==> src/rtl/npu_cmp_pkg.sv <==
// Shared definitions for the popcount controller and its 5-to-3 compressor:
// FSM encoding, compressor widths and sizing helpers.
package npu_cmp_pkg;

  typedef enum logic [1:0] {
    StIdle = 2'd0,
    StRun  = 2'd1,
    StDone = 2'd2
  } state_e;

  localparam int unsigned COMP_IN_W  = 5;
  localparam int unsigned COMP_OUT_W = 3;

  // Compressor passes needed to cover an n-bit vector.
  function automatic int unsigned chunks(input int unsigned n);
    return (n + COMP_IN_W - 1) / COMP_IN_W;
  endfunction

  // Width able to hold a count of 0..n.
  function automatic int unsigned cnt_w(input int unsigned n);
    return $clog2(n + 1);
  endfunction

endpackage

==> src/rtl/adder_5to3.sv <==
// 5-to-3 compressor: counts the ones among five inputs, result {cout, carry, sum}.
module adder_5to3
  import npu_cmp_pkg::*;
(
  input  logic [COMP_IN_W-1:0] a,
  output logic                 sum,
  output logic                 carry,
  output logic                 cout
);

  logic [COMP_OUT_W-1:0] cnt;

  always_comb begin
    cnt = '0;
    for (int i = 0; i < int'(COMP_IN_W); i++) begin
      cnt = cnt + COMP_OUT_W'(a[i]);
    end
    {cout, carry, sum} = cnt;
  end

endmodule

==> src/rtl/popcount_seq_ctrl.sv <==
// Sequential popcount: one shared 5-to-3 compressor swept over 5-bit chunks of the vector.
// Define POPCOUNT_THRESH_EN to add the thresh input and the registered out_act activation.
module popcount_seq_ctrl
  import npu_cmp_pkg::*;
#(
  parameter int unsigned  N_BITS = 25,
  localparam int unsigned CNT_W  = cnt_w(N_BITS)
) (
  input  logic              clk,
  input  logic              rst_n,
  input  logic              in_valid,
  output logic              in_ready,
  input  logic [N_BITS-1:0] in_vec,
  input  logic              abort,
  output logic              out_valid,
  input  logic              out_ready,
  output logic [CNT_W-1:0]  out_count,
  output logic              busy
`ifdef POPCOUNT_THRESH_EN
  ,
  input  logic [CNT_W-1:0]  thresh,
  output logic              out_act
`endif
);

  localparam int unsigned CHUNKS = chunks(N_BITS);
  localparam int unsigned SH_W   = CHUNKS * COMP_IN_W;
  localparam int unsigned IDX_W  = (CHUNKS > 1) ? $clog2(CHUNKS) : 1;
  localparam logic [IDX_W-1:0] LAST_IDX = IDX_W'(CHUNKS - 1);

  state_e            state_q, state_d;
  logic [SH_W-1:0]   shreg_q, shreg_d;
  logic [CNT_W-1:0]  acc_q, acc_d;
  logic [IDX_W-1:0]  idx_q, idx_d;
  logic              out_valid_q, out_valid_d;
  logic [CNT_W-1:0]  out_count_q, out_count_d;

  logic                  p_sum, p_carry, p_cout;
  logic [COMP_OUT_W-1:0] partial;
  logic [CNT_W-1:0]      sum_next;
  logic                  last_pass;

  adder_5to3 u_comp (
    .a     (shreg_q[COMP_IN_W-1:0]),
    .sum   (p_sum),
    .carry (p_carry),
    .cout  (p_cout)
  );

  // Truncation of the partial is safe: the running total never exceeds N_BITS.
  assign partial   = {p_cout, p_carry, p_sum};
  assign sum_next  = acc_q + CNT_W'(partial);
  assign last_pass = (state_q == StRun) && (idx_q == LAST_IDX);

  always_comb begin
    state_d     = state_q;
    shreg_d     = shreg_q;
    acc_d       = acc_q;
    idx_d       = idx_q;
    out_valid_d = out_valid_q;
    out_count_d = out_count_q;
    unique case (state_q)
      StIdle: begin
        if (in_valid && !abort) begin
          shreg_d = SH_W'(in_vec);
          acc_d   = '0;
          idx_d   = '0;
          state_d = StRun;
        end
      end
      StRun: begin
        if (abort) begin
          acc_d   = '0;
          idx_d   = '0;
          state_d = StIdle;
        end else begin
          acc_d   = sum_next;
          shreg_d = shreg_q >> COMP_IN_W;
          idx_d   = idx_q + 1'b1;
          if (last_pass) begin
            out_count_d = sum_next;
            out_valid_d = 1'b1;
            state_d     = StDone;
          end
        end
      end
      StDone: begin
        if (abort) begin
          acc_d       = '0;
          out_valid_d = 1'b0;
          state_d     = StIdle;
        end else if (out_ready) begin
          out_valid_d = 1'b0;
          state_d     = StIdle;
        end
      end
      default: state_d = StIdle;
    endcase
  end

  always_ff @(posedge clk) begin
    if (!rst_n) begin
      state_q     <= StIdle;
      shreg_q     <= '0;
      acc_q       <= '0;
      idx_q       <= '0;
      out_valid_q <= 1'b0;
      out_count_q <= '0;
    end else begin
      state_q     <= state_d;
      shreg_q     <= shreg_d;
      acc_q       <= acc_d;
      idx_q       <= idx_d;
      out_valid_q <= out_valid_d;
      out_count_q <= out_count_d;
    end
  end

`ifdef POPCOUNT_THRESH_EN
  logic act_q;

  // Cleared whenever out_valid drops so it is only ever high alongside a valid result.
  always_ff @(posedge clk) begin
    if (!rst_n || abort) begin
      act_q <= 1'b0;
    end else if (last_pass) begin
      act_q <= (sum_next >= thresh);
    end else if (state_q == StDone && out_ready) begin
      act_q <= 1'b0;
    end
  end

  assign out_act = act_q;
`endif

  assign in_ready  = (state_q == StIdle);
  assign busy      = (state_q != StIdle);
  assign out_valid = out_valid_q;
  assign out_count = out_count_q;

endmodule

==> config.mk <==
export PLATFORM = sky130hd
export DESIGN_NAME = popcount_seq_ctrl
export DESIGN_NICKNAME = d
export VERILOG_FILES = /design/src/rtl/npu_cmp_pkg.sv /design/src/rtl/adder_5to3.sv /design/src/rtl/popcount_seq_ctrl.sv
export SDC_FILE = /design/constraint.sdc
export NUM_CORES = 1
export LEC_CHECK = 0
export CORE_MARGIN = 5
export CORE_UTILIZATION = 35
export CTS_BUF_LIST = sky130_fd_sc_hd__clkbuf_8
export DETAILED_ROUTE_END_ITERATION = 8
export GPL_ROUTABILITY_DRIVEN = 0
export SLEW_MARGIN = 20
export SYNTH_ARGS = -nofsm -noshare
export SYNTH_HDL_FRONTEND = slang
export SYNTH_SLANG_ARGS = --single-unit
==> constraint.sdc <==
create_clock -name clk -period 3.2 [get_ports clk]
set_clock_uncertainty 0.05 [all_clocks]
set_input_delay 0.48 -clock clk [delete_from_list [all_inputs] [get_ports clk]]
set_output_delay 0.48 -clock clk [all_outputs]
set_load 0.02 [all_outputs]
==> results of run 1 <==
-- worst paths after layout --
path                   start        to  slack (ns)  depth (start not counted)
setup / recovery  shreg_q[0]  acc_q[3]        0.20                         11
hold / removal      acc_q[4]  acc_q[4]        0.44                          2
setup reg to reg  shreg_q[0]  acc_q[3]        0.20                         11
hold reg to reg     acc_q[4]  acc_q[4]        0.44                          2
-- routing by layer --
metal,part of all wire (%),vias to the layer above,routed length (um),global-route usage (%)
li1,-,804,-,-
met1,47,731,1988,14.07
met2,47,28,1966,20.50
met3,5.2,4,217,3.122
met4,0.90,0,38,3.824
met5,0,-,0,0
-- flip-flops by register name (all words and copies together) (netlist names) --
signal     count
acc_q          5
idx_q          3
shreg_q       25
out_count      5
out_valid      1
state_q        2
-- through the flow --
| stage | hold WS, ns | cell area, um^2 |
|---|---|---|
| final | 0.4442 | 2610 |
| after global routing | 0.4778 | 2610 |
| after CTS | 0.4406 | 2610 |
| after detailed placement | 0.4259 | 2472 |
| after global placement | 0.4194 | 2472 |
| after floorplan | 0.4079 | 2072 |
-- cell families (layout without fill, tap and decap cells) --
logic type,Yosys count,count (layout)
AO/OA/AOI/OAI,49,49
XOR/XNOR,2,2
adder cells (fa/ha/maj),10,10
buffers and inverters,27,60
flip-flops,41,41
multiplexers,22,22
AND/OR/NAND/NOR,59,59
-- worst max-delay path: stages (launching register included) --
cell      delay [ns]
dfxtp_1         0.32
ha_1            0.27
inv_1           0.05
fa_1            0.48
inv_1           0.04
ha_1            0.18
fa_1            0.46
ha_1            0.30
a21o_1          0.11
a21oi_1         0.11
or4_1           0.50
o211ai_2        0.08
-- cell usage in the layout, fill, tap and decap left out, types with 2 or more instances in the layout --
cell | netlist | layout
ha_1 | 7 | 7
clkbuf_8 | 0 | 5
a21oi_1 | 6 | 6
o22ai_1 | 3 | 3
nand2_1 | 29 | 29
bufinv_16 | 0 | 2
a21o_1 | 2 | 2
o21ai_0 | 4 | 4
a32o_1 | 2 | 2
o211a_1 | 22 | 22
mux2i_1 | 22 | 22
dfxtp_1 | 41 | 41
clkdlybuf4s50_1 | 0 | 37
inv_1 | 13 | 13
buf_4 | 2 | 2
a22oi_1 | 6 | 6
o211ai_2 | 2 | 2
nor2b_1 | 10 | 10
nor2_1 | 2 | 2
nand2b_1 | 2 | 2
fa_1 | 3 | 3
-- layout make-up --
class / instances / area [um^2]
Clock buffer: 5 / 68.82
Clock inverter: 3 / 68.82
Fill cell: 572 / 3241
Inverter: 13 / 48.80
Multi-Input combinational cell: 142 / 1124
Sequential cell: 41 / 820.8
Tap cell: 75 / 93.84
Timing Repair Buffer: 39 / 385.4
-- where the power goes --
group / internal [W] / switching [W] / total [W]
Clock: 0.000314 / 0.000188 / 0.000502
Combinational: 0.0000855 / 0.0000742 / 0.000160
Sequential: 0.000534 / 0.0000139 / 0.000548
Total: 0.000933 / 0.000276 / 0.00121
==> results.json, run 1 <==
{
  "synth.largest_area_cell": "dfxtp_1",
  "synthAdderAreaFrac_pct": 7.126,
  "synth_cells": 210,
  "p_per_area_nw_per_um2": 463.2,
  "synth_top_area_share_pct": 39.61,
  "crit_path_start_kind": "register",
  "dr.pass1.iters": 4,
  "hp-class": "register to register",
  "ys_seq_elements": 41,
  "fin_tns_setup_ns": 0,
  "die_w_um": 86.94,
  "numCtsBuffers": 5,
  "drive_gt1_share_pct": 8.230,
  "cts_tree": "built",
  "synth_edf_count": 0,
  "worst_ep_arrival_time_ns": 3.18,
  "criticalPathCategory": "register to register",
  "cp-end-kind": "register",
  "grt_pass1_vias": 1630,
  "synthTopCellsByCount": "dfxtp_1, nand2_1, mux2i_1, o211a_1, inv_1",
  "fin_crit_ns": 3.003,
  "start_util_pct": 35.41,
  "coreArea_um2": 5851,
  "finalPower_w": 0.001209,
  "postCtsHoldBufs": 0,
  "hold_viol": 0,
  "fin_nets": 282,
  "dp.cells": 310,
  "slew_viol_final": 0,
  "path_clk_slew_ns": 0.08,
  "rsz0062_at_grt": "false",
  "grt_max_degree": 42,
  "instances_no_fill": 318,
  "synthArstFlopShare_pct": 0,
  "drv_cap": 0,
  "area_growth_pct": 25.97,
  "syn_area_um2": 2072,
  "synth.distinct_cells": 43,
  "rows": 28,
  "synthMuxAreaShare_pct": 10.63,
  "drt_iter0_markers": 73,
  "fin_crit_sh_pct": 93.84,
  "diodes": 0,
  "leakagePower_nw": 1.304,
  "synthFlopType": "dfxtp_1",
  "cts_resized": 0,
  "synth-simple-area-share_pct": 15.76,
  "grt_antenna_before_repair": 0,
  "grt_pass1_wl_mm": 7.224,
  "dieArea_um2": 7559,
  "portBuffers": 37,
  "dp_hpwl_mm": 3.005,
  "synth_xor_area_share_pct": 0.8454,
  "max-slew-margin-rel_pct": 61.03,
  "tightest_slew_ns": 0.5784,
  "avgSynthCellArea_um2": 9.867,
  "synth_top_family_by_area": "compound AO/OA/AOI/OAI gates",
  "io_pins": 38,
  "routed_wirelength_mm": 4.211,
  "synth.most_common_cell": "dfxtp_1",
  "ant_nets": 0,
  "root_buffer": "clkbuf_8",
  "syn_nets": 250,
  "fmax_mhz": 333.0,
  "cp.required_ns": 3.37,
  "wire_per_inst_um": 13.24,
  "overflow": 0,
  "die_height_um": 86.94,
  "critPathMaxFanout": 4,
  "finalSetupViolCount": 0,
  "clkSinkCount": 41,
  "cts_buffer_depth": 2,
  "yosysWarnings": 0,
  "outcome": "complete, no violations",
  "ctsHtreeMaxLevel": 2,
  "synthTopCellsByArea": "dfxtp_1, mux2i_1, o211a_1",
  "vias": 1567,
  "yosysSeqAreaShare_pct": 39.61,
  "clk-insertion-delay-late_ns": 0.29,
  "post-cts-setup-buffers": 0,
  "synth_compound_area_share_pct": 19.87,
  "utilization_pct": 44.61,
  "setup_ws_ns": 0.1970,
  "place_ws_ns": 0.2255,
  "track_usage_pct": 11.81,
  "ir_drop_v": 0.0002757,
  "viasPerCell": 4.928,
  "drcViolationCount": 0
}
Note: power is estimated with default switching activity, not from simulation.
==> run 2, diff against run 1 <==
--- a/config.mk
+++ b/config.mk
@@ -6,10 +6,11 @@
 export NUM_CORES = 1
 export LEC_CHECK = 0
 export CORE_MARGIN = 5
-export CORE_UTILIZATION = 35
+export CORE_UTILIZATION = 45
 export CTS_BUF_LIST = sky130_fd_sc_hd__clkbuf_8
 export DETAILED_ROUTE_END_ITERATION = 8
 export GPL_ROUTABILITY_DRIVEN = 0
+export PLACE_DENSITY = 0.7
 export SLEW_MARGIN = 20
 export SYNTH_ARGS = -nofsm -noshare
 export SYNTH_HDL_FRONTEND = slang
==> results.json, run 2 (same netlist as run 1, synthesis figures left out) <==
{
  "hold_ws_ns": 0.4473,
  "multi_input_area_um2": 1124,
  "hp-class": "register to register",
  "diodes": 0,
  "start_util_pct": 46.94,
  "cts_resized": 0,
  "wl_met1_mm": 1.865,
  "cp_common_cell": "ha_1",
  "cp.depth": 11,
  "numCtsBuffers": 5,
  "slew_viol_final": 0,
  "worst_ep_arrival_time_ns": 3.19,
  "max-slew-margin-rel_pct": 56.85,
  "slowest_stage": "or4_1",
  "critPathMaxStageDelay_ns": 0.50,
  "routed_wirelength_mm": 3.979,
  "drt_iter0_markers": 76,
  "fin_crit_sh_pct": 94.03,
  "mostFrequentLayoutCells": "dfxtp_1, clkdlybuf4s50_1, nand2_1",
  "die_height_um": 77.86,
  "critPathMaxFanout": 4,
  "routed.top_layer": "met4",
  "criticalPathCategory": "register to register",
  "hold_path_startpoint": "acc_q[4]",
  "rows": 24,
  "root_buffer": "clkbuf_8",
  "dr.pass1.iters": 4,
  "hold_path_depth": 2,
  "path_clk_slew_ns": 0.08,
  "fin_tns_setup_ns": 0,
  "largest_reg_flops": 25,
  "cp-end-kind": "register",
  "grt_max_degree": 43,
  "finalPower_w": 0.001050,
  "cp.required_ns": 3.38,
  "p_per_area_nw_per_um2": 414.4,
  "grt_antenna_before_repair": 0,
  "vias": 1555,
  "dieArea_um2": 6061,
  "area_growth_pct": 22.34,
  "drcViolationCount": 0,
  "track_usage_pct": 13.45,
  "overflow": 0,
  "clk-insertion-delay-late_ns": 0.29,
  "finalSetupViolCount": 0,
  "cp-startpoint": "shreg_q[1]",
  "viasPerCell": 5.271,
  "portBuffers": 37,
  "fmax_mhz": 332.3,
  "fin_crit_ns": 3.009,
  "hold_viol": 0,
  "dp_hpwl_mm": 2.837,
  "crit_family": "adder cells",
  "drive_gt1_share_pct": 8.230,
  "grt_pass1_vias": 1473,
  "crit_buf_inv": 2,
  "wl_met3_um": 214,
  "cts_buffer_depth": 2,
  "wl_met2_mm": 1.854,
  "ant_nets": 0,
  "path_cells": "ha_1 > inv_1 > fa_1 > inv_1 > ha_1 > fa_1 > ha_1 > a21o_1 > a21oi_1 > or4_1 > o211ai_2",
  "io_pins": 38,
  "final_common_cell": "dfxtp_1",
  "fin_nets": 282,
  "cts_tree": "built",
  "die_w_um": 77.86,
  "rsz0062_at_grt": "false",
  "postCtsHoldBufs": 0,
  "drv_cap": 0,
  "wire_per_inst_um": 13.49,
  "r2r_cells": 11,
  "post-cts-setup-buffers": 0,
  "r2r-start": "shreg_q[1]",
  "tightest_slew_ns": 0.6405,
  "crit_path_start_kind": "register",
  "clkSinkCount": 41,
  "ir_drop_v": 0.0003256,
  "grt_pass1_wl_mm": 6.672,
  "regMostFlops": "shreg_q",
  "ctsHtreeMaxLevel": 2,
  "leakagePower_nw": 1.283,
  "outcome": "complete, no violations",
  "fillers": 409,
  "coreArea_um2": 4414,
  "seq_area_um2": 820.8
}
-- run 2: cell count changes in the layout (fill, tap and decap cells not counted) --
| cell | delta |
|---|---|
| bufinv_16 | -2 |
| clkinv_2 | +1 |
| clkinv_4 | +2 |
| inv_6 | -1 |
-- run 2: stage by stage --
| step | std cells | instance area [um^2] | setup slack, ns | utilization (%) |
|---|---|---|---|---|
| floorplan | 210 | 2072 | 0.3285 | - |
| CTS | 295 | 2535 | 0.1722 | 57.43 |
| global route | 295 | 2535 | 0.03429 | 57.43 |
| global placement | 287 | 2444 | 0.2813 | 55.36 |
| detailed placement | 287 | 2444 | 0.1911 | 55.36 |
| finish | 295 | 2535 | 0.1909 | 57.43 |
-- run 2: worst min-delay path: stages, from the launching register on --
cell,delay (ns)
dfxtp_1,0.33
nand2_1,0.06
o22ai_1,0.06
-- run 2: power by group --
group	leakage (nW)	internal, W	switching (W)	total [W]
combinational	0.900	0.0000852	0.0000736	0.000159
clock	0.0481	0.000155	0.000190	0.000345
sequential	0.335	0.000534	0.0000131	0.000547
-- run 2: layout make-up --
cell class	count	area share, %
clock buffer	5	2.715
inverter	13	1.925
multi-input combinational	142	44.32
timing repair buffer	39	15.20
sequential	41	32.38
clock inverter	3	0.8885
tap	52	2.567
-- run 2: metal layers --
metal  global-route usage, %  vias up
met5                       0        -
met1                   16.87      718
met3                   4.398        6
met4                   4.124        0
met2                   21.87       27
li1                        -      804
-- run 2: final timing paths --
kind	end	slack (ns)
worst max-delay path	acc_q[3]	0.19
worst max register to register	acc_q[3]	0.19
worst min-delay path	acc_q[4]	0.45
worst min register to register	acc_q[4]	0.45
